<file path="src/rtl/galaxian_pkg.sv">
// Shared galaxian types, playfield geometry and the small arithmetic helpers
// used by the alien motion logic.
package galaxian_pkg;

  typedef enum logic [2:0] {
    FORM    = 3'd0,
    DIVE    = 3'd1,
    RETURN  = 3'd2,
    EXPLODE = 3'd3,
    DEAD    = 3'd4
  } alien_state_t;

  localparam int X_MIN     = 0;
  localparam int X_MAX     = 639;
  localparam int Y_MAX     = 479;
  localparam int MISSILE_W = 3;
  localparam int MISSILE_H = 6;

  // Move cur toward tgt by at most step, never overshooting.
  function automatic logic [10:0] step_toward(input logic [10:0] cur,
                                              input logic [10:0] tgt,
                                              input logic [10:0] step);
    logic [10:0] d;
    if (tgt > cur) begin
      d = tgt - cur;
      return cur + ((d < step) ? d : step);
    end else begin
      d = cur - tgt;
      return cur - ((d < step) ? d : step);
    end
  endfunction

  function automatic logic [10:0] clamp(input logic [10:0] v,
                                        input logic [10:0] lo,
                                        input logic [10:0] hi);
    if (v < lo) return lo;
    if (v > hi) return hi;
    return v;
  endfunction

endpackage

</file>
<file path="src/rtl/diving_alien_rect_overlap.sv">
// Combinational strict axis-aligned rectangle overlap test; edges that only
// touch do not count. Sums are one bit wider so nothing wraps.
module rect_overlap #(
  parameter int W = 10
) (
  input  logic [W-1:0] ax,
  input  logic [W-1:0] ay,
  input  logic [W-1:0] aw,
  input  logic [W-1:0] ah,
  input  logic [W-1:0] bx,
  input  logic [W-1:0] by,
  input  logic [W-1:0] bw,
  input  logic [W-1:0] bh,
  output logic         hit
);

  logic x_ok, y_ok;

  assign x_ok = ({1'b0, bx} + {1'b0, bw} > {1'b0, ax}) &&
                ({1'b0, bx} < {1'b0, ax} + {1'b0, aw});
  assign y_ok = ({1'b0, by} + {1'b0, bh} > {1'b0, ay}) &&
                ({1'b0, by} < {1'b0, ay} + {1'b0, ah});
  assign hit  = x_ok && y_ok;

endmodule

</file>
<file path="src/rtl/diving_alien.sv">
// One formation alien: sweeping home slot, dive/return flight, missile hit,
// timed explosion and death.
//
// state   | meaning
// FORM    | parked in the sweeping formation slot
// DIVE    | descending toward PlayerX
// RETURN  | wrapped to top, flying back to the home slot
// EXPLODE | hit; position frozen while the explosion timer runs down
// DEAD    | invisible and inert until Reset
module diving_alien
  import galaxian_pkg::*;
#(
  parameter int ALIEN_SIZE     = 25,
  parameter int X_MIN          = galaxian_pkg::X_MIN,
  parameter int X_MAX          = galaxian_pkg::X_MAX,
  parameter int Y_MAX          = galaxian_pkg::Y_MAX,
  parameter int SWEEP_STEP     = 1,
  parameter int DIVE_DY        = 2,
  parameter int DIVE_DX        = 1,
  parameter int EXPLODE_FRAMES = 8,
  parameter int MISSILE_W      = galaxian_pkg::MISSILE_W,
  parameter int MISSILE_H      = galaxian_pkg::MISSILE_H
) (
  input  logic       frame_clk,
  input  logic       Reset,
  input  logic [9:0] alienStX,
  input  logic [9:0] alienStY,
  input  logic [9:0] PlayerX,
  input  logic [9:0] PlayerMissileX,
  input  logic [9:0] PlayerMissileY,
  input  logic       missile_active,
  input  logic       dive_go,
  output logic [9:0] AlienX,
  output logic [9:0] AlienY,
  output logic [9:0] AlienS,
  output logic [2:0] alien_state,
  output logic       visible,
  output logic       hit_pulse
);

  localparam logic [10:0] SZ      = 11'(ALIEN_SIZE);
  localparam logic [10:0] STEP    = 11'(SWEEP_STEP);
  localparam logic [10:0] DY      = 11'(DIVE_DY);
  localparam logic [10:0] DX      = 11'(DIVE_DX);
  localparam logic [10:0] XLO     = 11'(X_MIN);
  localparam logic [10:0] XHI     = 11'(X_MAX);
  localparam logic [10:0] XHI_POS = 11'(X_MAX - ALIEN_SIZE);
  localparam logic [10:0] YHI     = 11'(Y_MAX);
  localparam logic [7:0]  EXP_LD  = 8'(EXPLODE_FRAMES - 1);

  alien_state_t state, state_nxt;
  logic [9:0]  home_x, home_y, pos_x, pos_y, disp_x, disp_y;
  logic        dir_right, dir_nxt;
  logic [10:0] home_x_nxt, y_step, dive_x, ret_x;
  logic [7:0]  explode_cnt;
  logic        overlap, hit_now, wrap, arrive;

  rect_overlap #(.W(10)) u_overlap (
    .ax (disp_x),
    .ay (disp_y),
    .aw (10'(ALIEN_SIZE)),
    .ah (10'(ALIEN_SIZE)),
    .bx (PlayerMissileX),
    .by (PlayerMissileY),
    .bw (10'(MISSILE_W)),
    .bh (10'(MISSILE_H)),
    .hit(overlap)
  );

  assign disp_x  = (state == FORM) ? home_x : pos_x;
  assign disp_y  = (state == FORM) ? home_y : pos_y;
  assign hit_now = overlap && missile_active &&
                   (state == FORM || state == DIVE || state == RETURN);

  assign y_step = {1'b0, pos_y} + DY;
  assign wrap   = (y_step + SZ) > YHI;
  assign arrive = y_step >= {1'b0, home_y};
  assign dive_x = clamp(step_toward({1'b0, pos_x}, {1'b0, PlayerX}, DX), XLO, XHI_POS);
  assign ret_x  = clamp(step_toward({1'b0, pos_x}, {1'b0, home_x}, DX), XLO, XHI_POS);

  // Formation sweep with edge bounce; reversing frames step the other way.
  always_comb begin
    dir_nxt    = dir_right;
    home_x_nxt = {1'b0, home_x} + STEP;
    if (dir_right) begin
      if ({1'b0, home_x} + SZ + STEP > XHI) begin
        dir_nxt    = 1'b0;
        home_x_nxt = {1'b0, home_x} - STEP;
      end
    end else begin
      if ({1'b0, home_x} < XLO + STEP) dir_nxt = 1'b1;
      else home_x_nxt = {1'b0, home_x} - STEP;
    end
  end

  always_ff @(posedge frame_clk) begin
    if (Reset) state <= FORM;
    else       state <= state_nxt;
  end

  always_comb begin
    state_nxt = state;
    if (hit_now) begin
      state_nxt = EXPLODE;
    end else begin
      case (state)
        FORM:    if (dive_go) state_nxt = DIVE;
        DIVE:    if (wrap) state_nxt = RETURN;
        RETURN:  if (arrive) state_nxt = FORM;
        EXPLODE: if (explode_cnt == 8'd0) state_nxt = DEAD;
        default: state_nxt = state;
      endcase
    end
  end

  always_ff @(posedge frame_clk) begin
    if (Reset) begin
      home_x      <= alienStX;
      home_y      <= alienStY;
      pos_x       <= alienStX;
      pos_y       <= alienStY;
      dir_right   <= 1'b1;
      explode_cnt <= 8'd0;
      hit_pulse   <= 1'b0;
    end else begin
      hit_pulse <= hit_now;
      if (state != DEAD) begin
        home_x    <= home_x_nxt[9:0];
        dir_right <= dir_nxt;
      end
      if (hit_now) begin
        pos_x       <= disp_x;
        pos_y       <= disp_y;
        explode_cnt <= EXP_LD;
      end else begin
        case (state)
          FORM: begin
            if (dive_go) begin
              pos_x <= home_x;
              pos_y <= home_y;
            end
          end
          DIVE: begin
            pos_x <= dive_x[9:0];
            pos_y <= wrap ? 10'd0 : y_step[9:0];
          end
          RETURN: begin
            pos_x <= arrive ? home_x : ret_x[9:0];
            pos_y <= arrive ? home_y : y_step[9:0];
          end
          EXPLODE: if (explode_cnt != 8'd0) explode_cnt <= explode_cnt - 8'd1;
          default: ;
        endcase
      end
    end
  end

  always_comb begin
    AlienX      = disp_x;
    AlienY      = disp_y;
    AlienS      = 10'(ALIEN_SIZE);
    alien_state = state;
    visible     = (state != DEAD);
  end

endmodule

</file>
<file path="config.mk">
export PLATFORM = sky130hd
export DESIGN_NAME = diving_alien
export DESIGN_NICKNAME = d
export VERILOG_FILES = /design/src/rtl/galaxian_pkg.sv /design/src/rtl/diving_alien_rect_overlap.sv /design/src/rtl/diving_alien.sv
export SDC_FILE = /design/constraint.sdc
export NUM_CORES = 1
export LEC_CHECK = 0
export ABC_CLOCK_PERIOD_IN_PS = 8800
export CORE_MARGIN = 10
export CORE_UTILIZATION = 30
export CTS_CLUSTER_DIAMETER = 80
export DETAILED_ROUTE_END_ITERATION = 8
export PLACE_DENSITY = 0.52
export SLEW_MARGIN = 40
export SYNTH_ARGS = -nofsm -noshare
export SYNTH_HDL_FRONTEND = slang
export SYNTH_SLANG_ARGS = --single-unit
</file>
<file path="constraint.sdc">
create_clock -name frame_clk -period 8.8 [get_ports frame_clk]
set_input_delay 0.88 -clock frame_clk [delete_from_list [all_inputs] [get_ports frame_clk]]
set_output_delay 0.88 -clock frame_clk [all_outputs]
set_load 0.005 [all_outputs]
</file>
==> impl_results.md, run 1 <==
* Layout cells sized above 1 at 3.710%
* Root Buffer: clkbuf_16
* Most frequent cells in the layout: ha_1 (129), nor2_1 (103), inv_1 (101)
* Initial drt markers at 715
* Lkg Pwr at 4.186 nW
* Fillers at 3109
* PD cells at 448.9 nW/µm²
* Final Critical Period at 6.485 ns
* Via/cell ratio at 5.404
* Mean cell area of the mapped netlist at 7.687 µm²
* Post-Syn Area at 8771 µm²
* Nets at 1374
* Post-CTS Hold Buffers at 0
* Port Buffers at 78
* Yosys reg bits at 53
* Bufs and invs on worst path at 2
* Setup_tns at 0 ns
* Largest net degree at the start of global routing at 47
* CP startpoint kind: primary input
* First-pass GRT wire length at 46090 µm
* Worst vdd ir at 0.1457 mV
* Worst-path maximum fanout at 6
* Grt ovf at 0
* Post-cts resize count at 0
* Post-synthesis sequential area ratio at 16.66%
* Initial antenna violation count at 0
* Metal2 WL at 13770 µm
* Clk Latency, worst-skew pair at 0.30 ns
* Library cells used by synthesis at 91
* Syn Inst Count at 1141
* Num CTS Buffers at 5
* Max Freq at 154.2 MHz
* Total Routed Length at 29560 µm
* Die Span Y at 191.0 µm
* Initial Utilization at 30.48%
* Via count at 8484
* IO Count at 89
* Vias in the first global route at 8148
* Yosys warns at 0
* Final ANT Viol Nets at 0
* Worst slew margin at 49.79%
* Final period util at 73.69%
* Post-detailed-placement half-perimeter wirelength at 23390 µm
* Setup repair after global routing missed its margin: false
* CTS tree: built
* Worst setup EP type: register
* Per-cell routed wire length at 18.83 µm
* Post-synth EDFFs at 40
* CTS sink count at 53
* Core area at 28780 µm²
* Worst-path clk slew at 0.07 ns
* Final hold violations at 0
* Std cell rows at 62
* Antenna diodes at 0
* Status: finished clean
* Met1 WL at 13810 µm
* WL met3 at 1638 µm
* Critical path class: primary input to register
* Fin worst setup slack at 2.315 ns
* Residual DRC at 0
* Chip Width at 191.0 µm
* Post-Place Setup Slack at 2.081 ns
* Die ar. at 36480 µm²
* Post-CTS Setup Repair Bufs at 0
* Most used DFF post-synth: edfxtp_1
* Crit-path leading delay family: compound AO/OA/AOI/OAI gates
* Worst-Margin Slew at 0.7341 ns
* Crit-path slowest cell: nor3_1
* Longest Clk Path Bufs at 2
* Design area at 9975 µm²
* Crit-path cells: clkdlybuf4s50_1, inv_1, ha_1, fa_1, nor2b_1, o21a_1, and2b_1, a21oi_1, o31a_1, o21ai_0, nand4b_1, nor3_1, ha_1, and2_1, fa_1, nor2b_1, o31a_1, o221a_2, nor2_1, o21ai_0, xor2_2, or3_1, a222oi_1, a22oi_1
* Crit-path max cell delay at 0.52 ns
* Most common cell after layout, fill and taps aside: ha_1
* Hold WS at 0.5114 ns
* CP arrival at 6.51 ns
* Setup Skew at 0.01349 ns
* Top Metal Used: met4
* Ys async rst share at 0%
* Max Slew Vio Count at 0
* Min-delay worst type: register to register
* Gpl congestion at 0.9032
* Area Growth Syn to Fin at 13.72%
* Total track usage at 15.68%
* Drt pass-1 iters at 5
* Placed Area at 9833 µm²
* Max H-tree Level at 2
* Final setup viols at 0
* Req. time, crit path at 8.83 ns
* Maxcap violations at 0
worst register-to-register path, cell delays in order, from the launching register on:
cell and delay [ns]:
edfxtp_1 0.73, inv_1 0.43, ha_1 0.33, nor2_1 0.19
a21oi_4 0.10, o32ai_2 0.36, nor2b_1 0.09, o21a_1 0.19
mux2_2 0.22, a22oi_1 0.07, nor3_1 0.53, ha_1 0.34
and2_1 0.17, fa_1 0.43, nor2b_1 0.17, o31a_1 0.20
o221a_2 0.20, nor2_1 0.05, o21ai_0 0.40, xor2_2 0.20
or3_1 0.41, a222oi_1 0.25, a22oi_1 0.13
power by group:
| part | leakage [nW] | switching [mW] | internal [mW] |
|---|---|---|---|
| Clock | 0.0655 | 0.0936 | 0.105 |
| Sequential | 0.519 | 0.243 | 0.380 |
| Combinational | 3.60 | 2.14 | 1.52 |
| Total | 4.19 | 2.48 | 2.00 |
through the flow:
step	total power [mW]	utilization [%]	std cells
after CTS	4.446	34.64	1570
after floorplan	3.214	-	1151
after detailed placement	4.219	34.17	1562
after global placement	4.211	34.12	1562
after global routing	4.931	34.66	1570
final	4.478	34.66	1570
Yosys cell counts, types with 19 or more instances:
library cell | n | area (µm²)
o21ai_0 | 69 | 345.3
nor2_1 | 103 | 386.6
nor2b_1 | 24 | 150.1
a21oi_1 | 66 | 330.3
xnor2_1 | 49 | 429.2
edfxtp_1 | 40 | 1201
nor3_1 | 28 | 140.1
inv_1 | 101 | 379.1
a21o_1 | 19 | 142.6
nand2_1 | 85 | 319.1
clkbuf_1 | 26 | 97.59
nand3_1 | 38 | 190.2
o21a_1 | 19 | 142.6
ha_1 | 129 | 1614
xor2_1 | 27 | 236.5
nand4_1 | 19 | 118.9
path summary, 6_finish.rpt:
check	start	end	slack (ns)	cells after the start
worst max register to register	pos_x[1]	pos_x[6]	2.35	22
worst max-delay path	PlayerX[0]	pos_x[6]	2.32	24
worst min-delay path	explode_cnt[0]	explode_cnt[0]	0.51	1
worst min register to register	explode_cnt[0]	explode_cnt[0]	0.51	1
sequential cells by signal, indices dropped and copies added, names as in the netlist:
signal,cells
home_x,10
alien_state,3
dir_right,1
hit_pulse,1
pos_y,10
explode_cnt,8
home_y,10
pos_x,10
kinds of logic after synthesis:
family | after synthesis | synth area share (%)
AOI/OAI and AO/OA | 316 | 24.51
xor gates and xnor gates | 77 | 7.775
adders and majority gates | 135 | 19.77
buffers and inverters | 159 | 7.646
DFF | 53 | 16.66
muxes | 16 | 1.926
other | 2 | 0.08562
and+or+nand+nor | 383 | 21.63
metal layers:
metal,vias up,GRT usage [%]
li1,4222,-
met1,3995,21.38
met2,244,26.22
met3,23,2.023
met4,0,2.332
met5,-,0
final cells by class:
| class | count | area (µm²) | area share, % |
|---|---|---|---|
| Tap cell | 384 | 480.5 | 4.817 |
| Multi-Input combinational cell | 939 | 6700 | 67.17 |
| Inverter | 104 | 390.4 | 3.914 |
| Clock inverter | 1 | 3.754 | 0.03763 |
| Clock buffer | 7 | 132.6 | 1.330 |
| Sequential cell | 53 | 1461 | 14.65 |
| Timing Repair Buffer | 82 | 805.8 | 8.078 |
Power figures use the tool's default switching activity.
==> run 2: changes to the inputs <==
- ABC_CLOCK_PERIOD_IN_PS: 8800 -> 5200
- PLACE_DENSITY: 0.52 -> 0.53
- clock period: 8.8 -> 5.2 ns (I/O delays scaled with it)
==> impl_results.md, run 2 (same netlist as run 1, synthesis figures left out) <==
* Longest Clk Path Bufs at 2 (unchanged)
* Total track usage at 16.56% (+0.88 points)
* Critical path class: register to register
* Num CTS Buffers at 5 (unchanged)
* Maxcap violations at 0 (unchanged)
* Via/cell ratio at 5.220 (-3.4%)
* Final period util at 102.6%
* WL met3 at 1465 µm (-11%)
* Std cell rows at 62 (unchanged)
* Grt ovf at 0 (unchanged)
* Req. time, crit path at 5.24 ns (-3.59 ns)
* Initial antenna violation count at 0 (unchanged)
* Worst slew margin at 46.16% (-3.6 points)
* IO Count at 89 (unchanged)
* Max Slew Vio Count at 0 (unchanged)
* Final hold violations at 0 (unchanged)
* Area Growth Syn to Fin at 34.96%
* Setup Skew at 0.007058 ns (-0.006430 ns)
* Drt pass-1 iters at 5 (unchanged)
* Final setup viols at 8 (+8)
* CTS sink count at 53 (unchanged)
* Worst reg-to-reg path cell count at 24 (+9.1%)
* Final Critical Period at 5.336 ns
* CTS tree: built
* Final ANT Viol Nets at 0 (unchanged)
* Antenna diodes at 0 (unchanged)
* Most frequent cells in the layout: buf_4 (183), ha_1 (113), nor2_1 (97)
* Port Buffers at 78 (unchanged)
* Met1 WL at 14660 µm (+6.1%)
* Via count at 9156 (+7.9%)
* Max Freq at 187.4 MHz
* Die ar. at 36480 µm² (unchanged)
* Initial drt markers at 673 (-5.9%)
* Max H-tree Level at 2 (unchanged)
* Largest net degree at the start of global routing at 47 (unchanged)
* Setup repair after global routing missed its margin: true
* Die Span Y at 191.0 µm (unchanged)
* CP arrival at 5.38 ns (-1.13 ns)
* Reg-to-reg slack, setup at -0.14 ns (-2.49 ns)
* Clk Latency, worst-skew pair at 0.30 ns (about the same)
* Failing checks: setup timing
* Setup_tns at -0.7826 ns (-0.7826 ns)
* Worst-path maximum fanout at 3 (-3)
* Residual DRC at 0 (unchanged)
* Metal2 WL at 15040 µm (+9.2%)
* Vias in the first global route at 8803 (+8.0%)
* Post-CTS Hold Buffers at 0 (unchanged)
* CP startpoint kind: register
* Most common cell after layout, fill and taps aside: buf_4
* Per-cell routed wire length at 18.03 µm (-4.2%)
* Top Metal Used: met4
* Layout cells sized above 1 at 22.63% (+19 points)
* Fillers at 2860 (-8.0%)
* Fin worst setup slack at -0.1361 ns (-2.451 ns)
* Status: finished with violations
* Chip Width at 191.0 µm (unchanged)
* Worst-Margin Slew at 0.7873 ns (+0.05317 ns)
* First-pass GRT wire length at 48590 µm (+5.4%)
* Core area at 28780 µm² (unchanged)
* Nets at 1558 (+13%)
* Min-delay worst type: register to register
* Post-detailed-placement half-perimeter wirelength at 25700 µm (+9.9%)
* Worst-path clk slew at 0.07 ns (about the same)
* Gpl congestion at 0.9528 (+5.5%)
* Hold path depth at 1 (unchanged)
* Total Routed Length at 31630 µm (+7.0%)
* Worst setup EP type: register
* Root Buffer: clkbuf_16
* Initial Utilization at 30.48% (unchanged)
## run 2: cell count changes in the layout (fill, tap and decap cells not counted), moves of 6 or more
cell             delta
a21oi_1             -6
a21oi_2             +6
buf_4             +179
clkdlybuf4s50_1     -7
dlygate4sd2_1       +6
ha_1               -16
ha_2                +9
ha_4                +7
inv_1               -6
nor2_1              -6
o21ai_0            -13
o21ai_1             +8
## run 2: layout make-up
| cell class | count | area [µm²] | area share [%] |
|---|---|---|---|
| clock inverter | 1 | 5.005 | 0.04228 |
| sequential | 53 | 1461 | 12.35 |
| clock buffer | 7 | 152.6 | 1.290 |
| inverter | 104 | 399.1 | 3.372 |
| multi-input combinational | 939 | 7129 | 60.23 |
| tap | 384 | 480.5 | 4.059 |
| timing repair buffer | 266 | 2210 | 18.67 |
## run 2: final timing paths
path,from,endpoint
setup / recovery,pos_x[0],pos_x[6]
hold / removal,explode_cnt[0],explode_cnt[0]
setup reg to reg,pos_x[0],pos_x[6]
hold reg to reg,explode_cnt[0],explode_cnt[0]
## run 2: per-layer routing
metal / vias up / track usage, %
met1: 4278 / 22.62
li1: 4592 / -
met2: 250 / 27.53
met3: 36 / 1.986
met5: - / 0
met4: 0 / 2.968
## run 2: timing repair
| action | in CTS | in global routing |
|---|---|---|
| gates resized for setup | 63 | 57 |
| pin swaps | 29 | 38 |
| endpoints found under the hold margin | 0 | 0 |
| buffers inserted | 5 | 14 |
| setup endpoints to repair | 10 | 10 |
## run 2: critical path, stage by stage (launching register included)
cell,delay [ns]
edfxtp_1,0.41
buf_6,0.16
ha_4,0.17
fa_2,0.39
nor2b_1,0.14
o21a_1,0.18
and2b_1,0.14
a21oi_1,0.06
o31a_1,0.24
o21ai_1,0.12
nand4b_1,0.13
nor3_2,0.29
ha_2,0.33
and2_4,0.15
inv_2,0.07
ha_4,0.20
nor2b_4,0.12
o31a_1,0.27
o21a_1,0.20
or3_4,0.33
nand4_1,0.12
a31oi_1,0.11
or3_1,0.36
a222oi_1,0.23
a22oi_1,0.15
## run 2: per-stage QoR
stage / hold WS (ns) / utilization (%) / std cells / setup slack, ns / cell area [µm²]
2_1_floorplan: 0.4674 / - / 1151 / 0.04170 / 8843
3_3_place_gp: 0.4964 / 38.59 / 1727 / -0.6265 / 11110
3_5_place_dp: 0.5052 / 38.60 / 1727 / -0.7353 / 11110
4_1_cts: 0.5194 / 39.98 / 1740 / -0.05204 / 11510
5_1_grt: 0.5626 / 41.13 / 1754 / -0.3786 / 11840
6_report: 0.5127 / 41.13 / 1754 / -0.1361 / 11840
Power of run 2 is left out: the tool's default activity adds up to more than one toggle a clock period on the data nets, which glitch-free logic cannot reach.
==> run 3: changes to the inputs <==
- CORE_ASPECT_RATIO: default -> 1.25
==> impl_results.md, run 3 (same netlist as run 1, synthesis figures left out) <==
* Post-layout util at 41.77% (+0.64 points)
* Per-cell routed wire length at 19.08 µm (+5.8%)
* Maxcap violations at 0 (unchanged)
* Via count at 9291 (+1.5%)
* Total Routed Length at 33430 µm (+5.7%)
* Layout cells sized above 1 at 23.57% (+0.94 points)
* Nets at 1550 (-0.51%)
* Grt ovf at 0 (unchanged)
* Root Buffer: clkbuf_16
* CP startpoint kind: register
* Setup Skew at 0.01702 ns (+0.009962 ns)
* Final hold violations at 0 (unchanged)
* Max Freq at 190.3 MHz (+1.5%)
* Std cell rows at 69 (+11%)
* Max Slew Vio Count at 0 (unchanged)
* Number of cells after detailed placement at 1712 (-0.87%)
* Largest net degree at the start of global routing at 46 (-2.1%)
* IO Count at 89 (unchanged)
* Area Growth Syn to Fin at 36.50%
* Critical path class: register to register
* Die Span Y at 211.2 µm (+11%)
* Initial drt markers at 600 (-11%)
* Worst setup EP type: register
* Die ar. at 36520 µm² (+0.12%)
* Longest Clk Path Bufs at 2 (unchanged)
* Failing checks: setup timing
* Reg-to-reg slack, setup at -0.06 ns (+0.08 ns)
* Residual DRC at 0 (unchanged)
* Drt pass-1 iters at 5 (unchanged)
* Req. time, crit path at 5.26 ns (+0.02 ns)
* Vias in the first global route at 9135 (+3.8%)
* Worst-path clk slew at 0.08 ns (about the same)
* Non-Filler Instances at 1752 (-0.11%)
* Worst slew margin at 48.13% (+2.0 points)
* Clk Latency, worst-skew pair at 0.31 ns (about the same)
* Final period util at 101.1% (-1.5 points)
* Post-detailed-placement half-perimeter wirelength at 26620 µm (+3.6%)
* Final setup viols at 3 (-5)
* CTS sink count at 53 (unchanged)
* Core area at 28660 µm² (-0.41%)
* Worst-path maximum fanout at 4 (+1)
* CP arrival at 5.32 ns (-0.06 ns)
* Worst-Margin Slew at 0.7780 ns (-0.009245 ns)
* Via/cell ratio at 5.303 (+1.6%)
* CP Launch Point: pos_x[6]
* Initial antenna violation count at 0 (unchanged)
* Most common cell after layout, fill and taps aside: buf_4
* Antenna diodes at 0 (unchanged)
* Chip Width at 172.9 µm (-9.5%)
* Worst hold start: explode_cnt[0]
* Max H-tree Level at 2 (unchanged)
* CTS tree: built
* Total track usage at 17.33% (+0.77 points)
* Status: finished with violations
* Port Buffers at 78 (unchanged)
* Post-CTS Hold Buffers at 0 (unchanged)
* Initial Utilization at 30.60% (+0.13 points)
* First-pass GRT wire length at 50700 µm (+4.3%)
* Final ANT Viol Nets at 0 (unchanged)
* Fillers at 2987 (+4.4%)
* Most frequent cells in the layout: buf_4 (170), ha_1 (110), nor2_1 (101)
* Setup repair after global routing missed its margin: true
* Gpl congestion at 0.9231 (-3.1%)
* Min-delay worst type: register to register
* Num CTS Buffers at 5 (unchanged)
* Final Critical Period at 5.256 ns (-0.08010 ns)
* Reg2reg start: pos_x[6]
* Fin worst setup slack at -0.05596 ns (+0.08010 ns)
-- run 3: per-layer routing --
layer | wire length [µm] | share of wire (%) | global-route usage, % | vias to the layer above
met2 | 17060 | 51 | 32.20 | 240
li1 | - | - | - | 4575
met5 | 0 | 0 | 0 | -
met1 | 13540 | 41 | 19.56 | 4406
met4 | 1574 | 4.7 | 7.624 | 0
met3 | 1253 | 3.7 | 1.931 | 70
-- run 3: timing repair --
item	CTS	global route
gates resized for setup	81	75
buffers inserted	13	19
setup endpoints to repair	10	10
pin swaps	44	64
-- run 3: path summary, 6_finish.rpt --
| check | end | depth (start not counted) |
|---|---|---|
| max | pos_x[3] | 22 |
| min | explode_cnt[0] | 1 |
| max reg2reg | pos_x[3] | 22 |
| min reg2reg | explode_cnt[0] | 1 |
-- run 3: cell type report --
cell class | instances | area [µm²] | area share, %
tap | 390 | 488.0 | 4.076
timing repair buffer | 258 | 2160 | 18.04
clock buffer | 5 | 125.1 | 1.045
inverter | 104 | 392.9 | 3.281
clock inverter | 3 | 65.06 | 0.5434
sequential | 53 | 1461 | 12.21
multi-input combinational | 939 | 7281 | 60.81
-- run 3: stage by stage --
step / setup TNS, ns / area [µm²] / setup slack (ns) / hold slack [ns]
6_report: -0.1110 / 11970 / -0.05596 / 0.5147
5_1_grt: -1.527 / 11970 / -0.2677 / 0.5414
4_1_cts: -0.01508 / 11500 / -0.01508 / 0.5199
3_5_place_dp: -6.018 / 10950 / -0.6820 / 0.5073
3_3_place_gp: -5.470 / 10940 / -0.6540 / 0.4973
2_1_floorplan: 0 / 8843 / 0.04170 / 0.4674
-- run 3: critical path, stage by stage, from the launching register on --
cell	delay (ns)
edfxtp_1	0.49
inv_2	0.11
ha_4	0.18
or3_4	0.39
o32ai_4	0.22
nor2b_1	0.07
o21a_1	0.19
mux2_4	0.31
a22oi_2	0.22
nor3_2	0.08
ha_2	0.19
or3_4	0.38
ha_4	0.22
nor2b_4	0.12
o31a_1	0.29
buf_4	0.15
or4b_4	0.48
nand3_2	0.08
nand4_1	0.15
a31o_2	0.32
nand3_2	0.11
o2111ai_2	0.12
a2bb2oi_2	0.15
Power of run 3 is left out for the same reason.
